<file path="src/rtl/bitwise_op_pipe.sv">
// Elastic DEPTH-stage pipeline that applies AND/OR/XOR/AND-NOT to CHANNELS
// independent WIDTH-bit lanes. Each result carries per-lane zero flags.
module bitwise_op_pipe #(
  parameter int WIDTH    = 16,
  parameter int CHANNELS = 4,
  parameter int DEPTH    = 2
) (
  input  logic                      clk,
  input  logic                      reset,
  input  logic                      in_valid,
  output logic                      in_ready,
  input  logic [CHANNELS*WIDTH-1:0] a,
  input  logic [CHANNELS*WIDTH-1:0] b,
  input  logic [1:0]                op,
  input  logic [CHANNELS-1:0]       ch_en,
  output logic                      out_valid,
  input  logic                      out_ready,
  output logic [CHANNELS*WIDTH-1:0] out,
  output logic [CHANNELS-1:0]       zero_flags,
  output logic [15:0]               xfer_count
);

  localparam int DW = CHANNELS * WIDTH;

  // Handshake rule: an item moves across a boundary on a clock edge only when
  // the sender's valid and the receiver's ready are both high in that cycle.
  // valid never depends on ready; ready may depend combinationally on
  // downstream ready.

  logic [DW-1:0]       data_q [DEPTH];
  logic [DW-1:0]       data_d [DEPTH];
  logic [CHANNELS-1:0] zf_q   [DEPTH];
  logic [CHANNELS-1:0] zf_d   [DEPTH];
  logic [DEPTH-1:0]    v_q, v_d;
  logic [DEPTH-1:0]    load, move;
  logic [15:0]         xfer_count_q, xfer_count_d;
  logic [DW-1:0]       raw, res;
  logic [CHANNELS-1:0] res_zf;

  always_comb begin
    raw    = '0;
    res    = '0;
    res_zf = '0;
    case (op)
      2'b00:   raw = a & b;
      2'b01:   raw = a | b;
      2'b10:   raw = a ^ b;
      default: raw = a & ~b;
    endcase
    for (int k = 0; k < CHANNELS; k++) begin
      res[k*WIDTH +: WIDTH] = ch_en[k] ? raw[k*WIDTH +: WIDTH] : '0;
      res_zf[k]             = (res[k*WIDTH +: WIDTH] == '0);
    end
  end

  // Ready ripples from the output back to stage 0 so a full pipeline that is
  // draining can still accept a new item in the same cycle.
  always_comb begin
    move            = '0;
    load            = '0;
    move[DEPTH-1]   = v_q[DEPTH-1] && out_ready;
    load[DEPTH-1]   = !v_q[DEPTH-1] || move[DEPTH-1];
    for (int i = DEPTH - 2; i >= 0; i--) begin
      move[i] = v_q[i] && load[i+1];
      load[i] = !v_q[i] || move[i];
    end
  end

  always_comb begin
    v_d          = v_q;
    data_d       = data_q;
    zf_d         = zf_q;
    xfer_count_d = xfer_count_q;
    if (load[0]) begin
      v_d[0] = in_valid;
      if (in_valid) begin
        data_d[0] = res;
        zf_d[0]   = res_zf;
      end
    end
    for (int i = 1; i < DEPTH; i++) begin
      if (load[i]) begin
        v_d[i] = v_q[i-1];
        if (v_q[i-1]) begin
          data_d[i] = data_q[i-1];
          zf_d[i]   = zf_q[i-1];
        end
      end
    end
    if (move[DEPTH-1] && (xfer_count_q != 16'hFFFF)) begin
      xfer_count_d = xfer_count_q + 16'd1;
    end
  end

  always_ff @(posedge clk or posedge reset) begin
    if (reset) begin
      v_q          <= '0;
      xfer_count_q <= '0;
      for (int i = 0; i < DEPTH; i++) begin
        data_q[i] <= '0;
        zf_q[i]   <= '0;
      end
    end else begin
      v_q          <= v_d;
      xfer_count_q <= xfer_count_d;
      for (int i = 0; i < DEPTH; i++) begin
        data_q[i] <= data_d[i];
        zf_q[i]   <= zf_d[i];
      end
    end
  end

  assign in_ready   = load[0];
  assign out_valid  = v_q[DEPTH-1];
  assign out        = data_q[DEPTH-1];
  assign zero_flags = zf_q[DEPTH-1];
  assign xfer_count = xfer_count_q;

endmodule

</file>
<file path="config.mk">
export PLATFORM = sky130hd
export DESIGN_NAME = bitwise_op_pipe
export DESIGN_NICKNAME = d
export VERILOG_FILES = /design/src/rtl/bitwise_op_pipe.sv
export SDC_FILE = /design/constraint.sdc
export NUM_CORES = 1
export LEC_CHECK = 0
export ABC_AREA = 1
export CAP_MARGIN = 20
export CORE_ASPECT_RATIO = 1.2
export CORE_MARGIN = 5
export CORE_UTILIZATION = 60
export CTS_BUF_LIST = sky130_fd_sc_hd__clkbuf_8 sky130_fd_sc_hd__clkbuf_16
export DETAILED_ROUTE_END_ITERATION = 10
export DONT_BUFFER_PORTS = 1
export MAX_ROUTING_LAYER = met4
export PLACE_DENSITY = 0.76
export SETUP_SLACK_MARGIN = 0.15
export SLEW_MARGIN = 40
export SYNTH_ARGS = -nofsm -noshare
export SYNTH_HDL_FRONTEND = slang
export SYNTH_SLANG_ARGS = --single-unit
</file>
<file path="constraint.sdc">
create_clock -name clk -period 7.3 [get_ports clk]
set_input_delay 1.095 -clock clk [delete_from_list [all_inputs] [get_ports clk]]
set_output_delay 1.095 -clock clk [all_outputs]
set_load 0.01 [all_outputs]
</file>
# Word level (Yosys, flattened, before mapping)
# Index checks and enable logic that the tools add are counted.
# totals
wordCells,35
in_bits,138
ff_bits,154
output_inout_bits,86
# op_classes
bitwise_logic,5
add_sub_neg,1
eq_ne,3
n_reduce_logical,14
n_mux,5
# ops
operator,count
64-bit case mux with 3 select lines,1
64-bit bitwise AND,2
16-bit zero test,4
16-bit 2-to-1 mux,4
64-bit NOT,1
64-bit OR,1
64-bit XOR,1
"16-bit by 1-bit adder with 16-bit output, second input constant",1
"16-bit inequality test, second input constant",1
2-bit AND reduction,2
1-bit logical AND,3
"2-bit by 1-bit equality test with 1-bit output, second input constant",1
"2-bit equality test, second input constant",1
1-bit zero test,2
2-bit zero test,1
1-bit logical OR,2

# Longest topological paths before layout
# depth
depth_word,5
ltp_mapped,13

# Worst setup path before layout
# No wires, ideal clock.
# synth_path
kind,input port to flip-flop
from,input op[0]
to,register zf_q[6] (netlist name)
t_arrival_ns,2.297
path_slack_ns,4.880
setup_time_ns,0.124
stages,11
required_ns,7.176
cell_sequence,inv_1 -> ha_1 -> buf_4 -> buf_6 -> buf_4 -> nor2_1 -> nand2_1 -> a21oi_1 -> nor2_1 -> nand3_1 -> o21bai_1
# synth_via
elab_chain_len,4
elab_cells_between_ends,6
# synth_lines
element,line,source
from (decl),14,"input logic [1:0] op,"
2-bit equality test (tied with other cells),44,case (op)
64-bit case mux with 3 select lines *,44,
16-bit 2-to-1 mux *,51,res[k*WIDTH +: WIDTH] = ch_en[k] ? raw[k*WIDTH +: WIDTH] : '0;
16-bit zero test *,52,res_zf[k] = (res[k*WIDTH +: WIDTH] == '0);
"to (signal, indexed assignment)",108,zf_q[i] <= zf_d[i];
to (decl),32,logic [CHANNELS-1:0] zf_q [DEPTH];
# Mark *: on every way between the ends. The rest lies on a longest branch, timed or not.
# A chain may end at the register's enable or synchronous reset.

# Final worst setup path
# layout_path
from,input op[1]
to,register zf_q[7] (netlist name)
# The elaborated chain is that of the path after synthesis.

==> flow_summary.ini <==
[clock_network]
clkTransAtPathRegs_ps = 70
cts_tree = built
clockBufferDepth = 2
root_buffer = clkbuf_16
cts_hold_buf = 0
cts.sinks = 154
postCtsSetupBuffers = 0
clock_latency_ps = 430
cts_resized = 0
cts_buffers = 17
cts.htree.levels = 4

[grt]
antenna_found_initial = 0
grt_pass1_wl_mm = 42.2
grt_usage = 0.263
grt_pass1_vias = 8182
grt_max_degree = 99
grt-ovfl-total = 0

[route]
vias = 8601
drc = 0
drtAntennaViolNets = 0
drt_iter0_drc = 629
via_per_inst = 5.44
wl_per_cell_um = 16.7
wirelength_mm = 26.5
dr.pass1.iters = 5

[synth]
syn_area_per_cell_um2 = 7.29
synthCells = 1455
yosys_warnings = 0
ys_ff_latch = 154
synth_nets = 1661
ys_seq_area_frac = 0.363
yosys.cell_types.count = 27
netlist_area_mm2 = 0.0106

[pwr]
pwr_density_cell_mw_per_mm2 = 240
internal_power_mw = 1.70
switching_share = 0.333
pwr-share-clk = 0.330
p_leak_nw = 5.94
switchingPower_mw = 0.850
irDropWorstVdd_uv = 172
pwr-share-comb = 0.202
seqPwrFrac = 0.468

[timing]
finClkSkew_ps = 7.27
worst-slew-pin-transition_ps = 840
period_share = 0.372
setup_slack_ps = 4590
fin_crit_ps = 2710
hold_violations = 0
finalSetupViolations = 0
rsz0062_at_grt = false
hold_slack_ps = 483
max_freq_mhz = 368
final_max_slew_viol_count = 0
max_slew_margin = 0.440
setup_tns_ps = 0

[finish]
utilization = 0.610
n_antenna_cell = 0
seqCellArea_mm2 = 0.00385
multi_input_area_mm2 = 0.00523
areaGrowthSynthToFinish_pct = 0.318
stdcell_count = 1581
layout.nets = 1555
drive_above_1_share = 0.0830
fillers = 1578

[critical_path]
path_common_cell = nand2_1
worstPathArrival_ps = 3060
r2r_cells = 6
cp_cell_sequence = inv_1, ha_1, inv_4, o21ai_0, nand2_1, nand2_1, nand2_1, nand2_1, nor2_1, nand2_1, o21bai_1
ff2ff_setup_slack_ps = 4950
crit_slowest_cell = inv_4
critPathKind = primary input to flip-flop
required_ps = 7640
startpoint = op[1]
reg2reg_from = v_q[1]$_DFFE_PP0P_
worstSetupPathDepth = 11
path_delay_family = simple AND/OR/NAND/NOR gates
crit_end = zf_q[7]$_DFFE_PP0P_
cp-start-kind = primary input
slowest_delay_ps = 560
cp_num_buf_inv = 2
endpoint_kind = flip-flop
cp_max_fo = 55
r2r-end = zf_q[4]$_DFFE_PP0P_

[job]
drv_cap = 0

[placement]
port_buffers = 0
place_inst = 1548
gp_congestion = 0.871
dp_hpwl_mm = 18.7
dp_slack_ps = 3840

[outcome]
status = finished clean

[die]
rows = 53
die_x_um = 131
die_area_mm2 = 0.0205
start_util = 0.608
coreArea_mm2 = 0.0174
pin_count = 224
die_y_um = 156

[hold_path]
hold_class = flip-flop to flip-flop
-- power by group through the flow --
| stage | Combinational, mW | Sequential, mW | Clock, mW |
|---|---|---|---|
| global placement | 0.489 | 1.21 | 0 |
| floorplan | 0.610 | 1.10 | 0 |
| global route | 0.590 | 1.21 | 0.893 |
| finish | 0.515 | 1.19 | 0.842 |
| CTS | 0.515 | 1.20 | 0.851 |
| detailed placement | 0.511 | 1.21 | 0 |
-- metrics by stage --
stage | area (um2) | power (mW)
after floorplan | 10600 | 1.71
after global placement | 10000 | 1.70
after detailed placement | 10000 | 1.73
after CTS | 10600 | 2.56
after global routing | 10600 | 2.70
final | 10600 | 2.55
-- registers in the layout, indices dropped and copies added, names as in the netlist --
signal and cells:
zero_flags 4, data_q 64, xfer_count 16, zf_q 4
v_q 2, out 64
-- worst register-to-register path: cells and delay by family, from the launching register on --
family | cells | cell delay, ps
AOI/OAI and AO/OA | 2 | 260
and+or+nand+nor | 3 | 850
DFF | 1 | 450
buffers and inverters | 1 | 680
-- cells in the mapped netlist, drive strengths merged --
library cell  number  share of area
nand2            503           0.18
inv              167          0.060
nor2             164          0.058
dfrtp            154           0.36
buf              123          0.083
o21ai             92          0.043
ha                68          0.080
nand3             64          0.031
mux2              62          0.066
xnor2             16          0.013
a21oi             12         0.0057
clkbuf             9         0.0032
xor2               9         0.0074
nor3               5         0.0034
o21bai             4         0.0028
clkinv             2        0.00071
nand4              1        0.00059
-- worst min path at each step --
stage	from	endpoint	slack, ps	cells past startpoint
6_report	data_q[92]$_DFFE_PP0P_	data_q[92]$_DFFE_PP0P_	480	2
5_1_grt	data_q[109]$_DFFE_PP0P_	data_q[109]$_DFFE_PP0P_	510	2
4_1_cts	data_q[82]$_DFFE_PP0P_	data_q[82]$_DFFE_PP0P_	490	2
3_5_place_dp	data_q[127]$_DFFE_PP0P_	data_q[127]$_DFFE_PP0P_	460	2
3_3_place_gp	data_q[97]$_DFFE_PP0P_	data_q[97]$_DFFE_PP0P_	460	2
2_1_floorplan	data_q[127]$_DFFE_PP0P_	data_q[127]$_DFFE_PP0P_	450	2
-- cell type report --
class	count	area share
multi-input cells	1000	0.491
flip-flops and latches	154	0.362
well taps	220	0.0259
clock inverters	13	0.0112
repair buffers	7	0.00729
clock buffers	18	0.0413
inverters	169	0.0612
-- routing by layer --
layer  global-route usage  wire length (um)
met2                0.404             12000
met5                    -                 0
met1                0.335             11100
met3               0.0855              2600
met4               0.0823               675
-- cells by family after synthesis --
logic type                 after synthesis  synth area share
AOI/OAI and AO/OA                      108            0.0519
DFF                                    154             0.363
and+or+nand+nor                        737             0.272
adders and majority gates               68            0.0802
buffers and inverters                  301             0.147
xor gates and xnor gates                25            0.0206
muxes                                   62            0.0658
-- cells in the final DEF, fill, tap and decap left out, types with 5 or more instances in the layout --
cell type  Yosys  layout
nor2_1       163     163
clkbuf_16      0      17
a21oi_1       12      12
xnor2_1       16      16
dfrtp_1      154     154
nand2_1      502     500
xor2_1         9       9
nand3_1       63      63
mux2_2        62      62
inv_1        163     162
buf_4         74       5
o21ai_0       90      90
ha_1          68      66
No activity file was read; power rests on OpenSTA's default activity.
